--- config.mk ---
export PLATFORM = sky130hd
export DESIGN_NAME = cache_axi_rd_arbiter
export DESIGN_NICKNAME = d
export VERILOG_FILES = /design/src/rtl/cache_arb_pkg.sv /design/src/rtl/rr_picker.sv /design/src/rtl/cache_axi_rd_arbiter.sv
export SDC_FILE = /design/constraint.sdc
export NUM_CORES = 1
export LEC_CHECK = 0
export CORE_UTILIZATION = 37
export DETAILED_ROUTE_END_ITERATION = 12
export HOLD_SLACK_MARGIN = 0.1
export PLACE_DENSITY = 0.94
export SLEW_MARGIN = 10
export SYNTH_ARGS = -nofsm -noshare
export SYNTH_HDL_FRONTEND = slang
export SYNTH_SLANG_ARGS = --single-unit
--- constraint.sdc ---
create_clock -name clk -period 4.64 [get_ports clk]
set_input_delay 0.464 -clock clk [delete_from_list [all_inputs] [get_ports clk]]
set_output_delay 0.464 -clock clk [all_outputs]
set_load 0.05 [all_outputs]
--- src/rtl/cache_arb_pkg.sv ---
// rtl/cache_arb_pkg.sv - shared types and AXI constants for the cache read arbiter
package cache_arb_pkg;

  typedef enum logic [1:0] {
    IDLE = 2'd0,
    ADDR = 2'd1,
    DATA = 2'd2
  } arb_state_t;

  localparam logic [2:0] AXI_SIZE_WORD  = 3'b010;
  localparam logic [1:0] AXI_BURST_INCR = 2'b01;
  localparam logic [1:0] AXI_RESP_OKAY  = 2'b00;

endpackage

--- src/rtl/rr_picker.sv ---
// rtl/rr_picker.sv - combinational round-robin pick of the first request at or after ptr
module rr_picker #(
  parameter int N = 2,
  localparam int W = (N > 1) ? $clog2(N) : 1
) (
  input  logic [N-1:0] req,
  input  logic [W-1:0] ptr,
  output logic [N-1:0] grant,
  output logic [W-1:0] index,
  output logic         any
);

  // scan N positions starting at ptr, wrapping; the first hit wins
  always_comb begin
    int idx;
    grant = '0;
    index = '0;
    any   = 1'b0;
    idx   = 0;
    for (int k = 0; k < N; k++) begin
      idx = int'(ptr) + k;
      if (idx >= N) idx = idx - N;
      if (!any && req[idx]) begin
        any        = 1'b1;
        index      = W'(idx);
        grant[idx] = 1'b1;
      end
    end
  end

endmodule

--- src/rtl/cache_axi_rd_arbiter.sv ---
// rtl/cache_axi_rd_arbiter.sv - round-robin sharing of one AXI read channel among cache requesters
module cache_axi_rd_arbiter
  import cache_arb_pkg::*;
#(
  parameter int NUM_REQ       = 2,
  parameter int LINE_WORD_NUM = 4,
  parameter int ID_WIDTH      = 4
) (
  input  logic                  clk,
  input  logic                  rst,
  input  logic [NUM_REQ-1:0]    req_valid,
  input  logic [NUM_REQ-1:0]    req_line,
  input  logic [NUM_REQ*32-1:0] req_addr,
  output logic [NUM_REQ-1:0]    req_rdy,
  output logic [NUM_REQ-1:0]    ret_valid,
  output logic [NUM_REQ-1:0]    ret_last,
  output logic [31:0]           ret_data,
  output logic [ID_WIDTH-1:0]   arid,
  output logic [31:0]           araddr,
  output logic [7:0]            arlen,
  output logic [2:0]            arsize,
  output logic [1:0]            arburst,
  output logic                  arvalid,
  input  logic                  arready,
  input  logic [ID_WIDTH-1:0]   rid,
  input  logic [31:0]           rdata,
  input  logic [1:0]            rresp,
  input  logic                  rlast,
  input  logic                  rvalid,
  output logic                  rready,
  output logic                  err
);

  localparam int         IDX_W    = (NUM_REQ > 1) ? $clog2(NUM_REQ) : 1;
  localparam logic [7:0] LINE_LEN = 8'(LINE_WORD_NUM - 1);

  arb_state_t        state, state_nx;
  logic [IDX_W-1:0]  rr_ptr;
  logic [IDX_W-1:0]  grant_q;
  logic [31:0]       addr_q;
  logic [7:0]        len_q;
  logic [7:0]        beat_cnt;
  logic              err_q;

  logic [NUM_REQ-1:0] pick_onehot;
  logic [IDX_W-1:0]   pick_idx;
  logic               pick_any;
  logic               accept;
  logic               beat;
  logic               done;
  logic               unused_rid;

  rr_picker #(.N(NUM_REQ)) u_picker (
    .req   (req_valid),
    .ptr   (rr_ptr),
    .grant (pick_onehot),
    .index (pick_idx),
    .any   (pick_any)
  );

  // R id carries no information here: only one transaction is ever outstanding
  assign unused_rid = ^rid;

  assign accept   = (state == IDLE) && pick_any;
  assign beat     = (state == DATA) && rvalid;
  assign done     = beat && rlast;

  assign arid     = ID_WIDTH'(grant_q);
  assign araddr   = addr_q;
  assign arlen    = len_q;
  assign arsize   = AXI_SIZE_WORD;
  assign arburst  = AXI_BURST_INCR;
  assign ret_data = rdata;
  assign err      = err_q;

  // state register
  always_ff @(posedge clk) begin
    if (rst) state <= IDLE;
    else     state <= state_nx;
  end

  // next state and handshake outputs; arvalid depends on state only
  always_comb begin
    state_nx  = state;
    req_rdy   = '0;
    arvalid   = 1'b0;
    rready    = 1'b0;
    ret_valid = '0;
    ret_last  = '0;
    case (state)
      IDLE: begin
        if (pick_any) begin
          req_rdy  = pick_onehot;
          state_nx = ADDR;
        end
      end
      ADDR: begin
        arvalid = 1'b1;
        if (arready) state_nx = DATA;
      end
      DATA: begin
        rready             = 1'b1;
        ret_valid[grant_q] = rvalid;
        ret_last[grant_q]  = rvalid & rlast;
        if (rvalid && rlast) state_nx = IDLE;
      end
      default: state_nx = IDLE;
    endcase
  end

  // request latch, beat counter and round-robin pointer
  always_ff @(posedge clk) begin
    if (rst) begin
      rr_ptr   <= '0;
      grant_q  <= '0;
      addr_q   <= '0;
      len_q    <= '0;
      beat_cnt <= '0;
    end else begin
      if (accept) begin
        grant_q  <= pick_idx;
        addr_q   <= req_addr[32*int'(pick_idx) +: 32];
        len_q    <= req_line[pick_idx] ? LINE_LEN : 8'd0;
        beat_cnt <= '0;
      end else if (beat) begin
        beat_cnt <= beat_cnt + 8'd1;
      end
      if (done) begin
        rr_ptr <= (int'(grant_q) == NUM_REQ - 1) ? '0 : grant_q + IDX_W'(1);
      end
    end
  end

  // sticky error: bad response, early rlast, or a burst running past arlen
  always_ff @(posedge clk) begin
    if (rst) begin
      err_q <= 1'b0;
    end else if (beat) begin
      if ((rresp != AXI_RESP_OKAY) ||
          (rlast && (beat_cnt != len_q)) ||
          (!rlast && (beat_cnt >= len_q))) begin
        err_q <= 1'b1;
      end
    end
  end

endmodule

==> metrics.yaml <==
routing:
  viasPerCell: 4.819
  drt-total-wl_microns: 6010
  ant_nets: 0
  dr.pass1.iters: 4
  drcViolationCount: 0
  vias: 2178
  routedWlPerCell_microns: 13.30
  drt-initial-drc-count: 63
layout:
  n_antenna_cell: 0
  mostFrequentLayoutCell: "clkdlybuf4s50_1"
  register_area_sq_um: 920.9
  finalNetCount: 470
  multi_input_area_sq_um: 1328
  fill_cells: 631
  final_cell_mix: "117 x clkdlybuf4s50_1, 51 x nor2_1, 46 x dfxtp_1"
  synthToLayoutAreaGrowth_pct: 35.06
  drive_gt1_share_pct: 12.36
run_status:
  status: "finished clean"
global_routing:
  grt_max_degree: 48
  grt_use_total_pct: 15.77
  antenna_found_initial: 0
  grt_pass1_vias: 2111
  grt-ovfl-total: 0
  grt_pass1_wl_microns: 9466
power:
  totalPowerFinal_uw: 1208
  powerDensity_nw_per_um2: 327.6
  power_leakage_uw: 0.001527
  ir_worst_vdd_uv: 161.9
clock_network:
  cts.clk_slew.worst_paths_ns: 0.08
  clock-sinks: 46
  cts_tree: "done"
  cts.htree.levels: 2
  clock_path_buffers: 2
  cts_hold_buf: 0
  cts-root-buf: "clkbuf_8"
  numCtsBuffers: 5
  clock_latency_ns: 0.29
  post_cts_buffers: 0
  ctsResizeCount: 0
synthesis:
  synth_ff_type: "dfxtp_1"
  yosysSeqAreaShare_pct: 33.73
  ys_ff_latch: 46
  synth_cell_types: 34
  async_reset_ff_share_pct: 0
  synth_cells: 284
  yosysWarnings: 0
  netlist_area_sq_um: 2730
  synth_edf_count: 0
  syn_area_per_cell_sq_um: 9.613
timing:
  fin_crit_sh_pct: 62.22
  hold_violations: 0
  setup_viol: 0
  finClkSkew_ns: 0.006521
  totalNegativeSetupSlack_ns: 0
  worst_pin_slew_ns: 1.044
  min_period_ns: 2.887
  rsz0062_at_grt: "no"
  drv_slew: 0
  relSlewSlack_pct: 30.40
  clock.fmax_mhz: 346.4
critical_path:
  regToRegStartpoint: "state[1]"
  critPathMaxFanout: 7
  r2r-end: "araddr[24]"
  ff2ff_path_depth: 5
  critPathLaunch: "rvalid"
  crit_path_start_kind: "primary input"
  worst-setup-path-type: "primary input to output port"
  r2r_setup_slack_ns: 2.36
  end_kind: "output port"
  arrival_ns: 2.42
  required_ns: 4.18
placed_design:
  dpl.hpwl_microns: 4596
  io_buffers: 118
  gp_congestion: 0.7625
die:
  fp.dieH_microns: 87.90
  rows: 30
  core_area_sq_um: 6944
  start_util_pct: 39.32
  fp.dieArea_sq_um: 7726
  die_x_microns: 87.90
  io_pins: 201
min_path:
  min_path_type: "flop to flop"
  hold_path_depth: 2
  min_from: "araddr[11]"
  hold-path-endpoint: "araddr[11]"
job:
  drv_cap: 0
final cells by class:
cell class | instances | area share [%]
clock buffers | 6 | 2.240
clock inverters | 1 | 0.8144
inverters | 4 | 0.4072
multi-input cells | 179 | 36.00
flip-flops and latches | 46 | 24.97
well taps | 96 | 3.258
repair buffers | 120 | 32.30
synthesized netlist by cell type, types with 2 or more instances:
| master | count | area [sq um] |
|---|---|---|
| a211oi_1 | 6 | 45.04 |
| a211oi_2 | 28 | 350.3 |
| a21oi_1 | 3 | 15.01 |
| and2_1 | 2 | 12.51 |
| buf_12 | 2 | 40.04 |
| buf_2 | 5 | 25.02 |
| buf_4 | 52 | 390.4 |
| buf_6 | 3 | 33.78 |
| clkbuf_1 | 4 | 15.01 |
| conb_1 | 2 | 7.510 |
| dfxtp_1 | 46 | 920.9 |
| ha_1 | 3 | 37.54 |
| inv_1 | 3 | 11.26 |
| mux2i_1 | 35 | 350.3 |
| nand2_1 | 10 | 37.54 |
| nor2_1 | 51 | 191.4 |
| nor2b_1 | 2 | 12.51 |
| nor3_1 | 5 | 25.02 |
| nor4_1 | 2 | 12.51 |
| xnor2_1 | 6 | 52.55 |
per-stage QoR:
step                      hold WS, ns  setup WS [ns]  instances  utilization [%]  cell area (sq um)
after floorplan                0.4847          2.295        296                -               2775
after global placement         0.4894          1.761        445            51.48               3575
after detailed placement       0.4926          1.734        445            51.48               3575
after CTS                      0.5041          1.734        452            53.10               3687
after global routing           0.5355          1.636        452            53.10               3687
final                          0.5020          1.753        452            53.10               3687
worst max path at each step:
stage | cells past startpoint | slack (ns) | to
after detailed placement | 5 | 1.73 | ret_last[1]
final | 5 | 1.75 | ret_last[1]
after global routing | 5 | 1.64 | ret_last[1]
after global placement | 5 | 1.76 | ret_last[1]
after floorplan | 5 | 2.30 | req_rdy[1]
after CTS | 5 | 1.73 | ret_last[1]
sequential cells by signal, indices dropped and copies added, names as in the netlist:
name / cells
araddr: 32
arlen: 1
beat_cnt: 8
err: 1
grant_q: 1
rr_ptr: 1
state: 2
worst max-delay path, stage by stage:
cell and delay (ns):
clkdlybuf4s50_1 0.54, and3b_1 0.33, nand2_1 0.15, nor2_1 0.10, clkdlybuf4s50_1 0.83
kinds of logic after synthesis:
family | Yosys count | share of synthesized area, %
fa+ha+maj | 3 | 1.375
flops | 46 | 33.73
mux | 35 | 12.83
other cells | 2 | 0.2751
compound gates | 42 | 16.68
buf+inv | 71 | 19.57
simple gates | 78 | 13.29
xor+xnor | 7 | 2.246
power by group:
part / leakage, uW / total (uW) / switching [uW] / internal (uW)
Sequential: 0.000380 / 455 / 23.2 / 432
Clock: 0.0000573 / 301 / 128 / 172
Combinational: 0.00109 / 453 / 276 / 176
Total: 0.00153 / 1210 / 428 / 780
metal layers:
metal,wire length (microns),GRT usage [%]
met1,2202,15.27
met2,3230,30.30
met3,502,5.749
met4,74,5.812
met5,0,0
No activity file was read; power rests on OpenSTA's default activity.
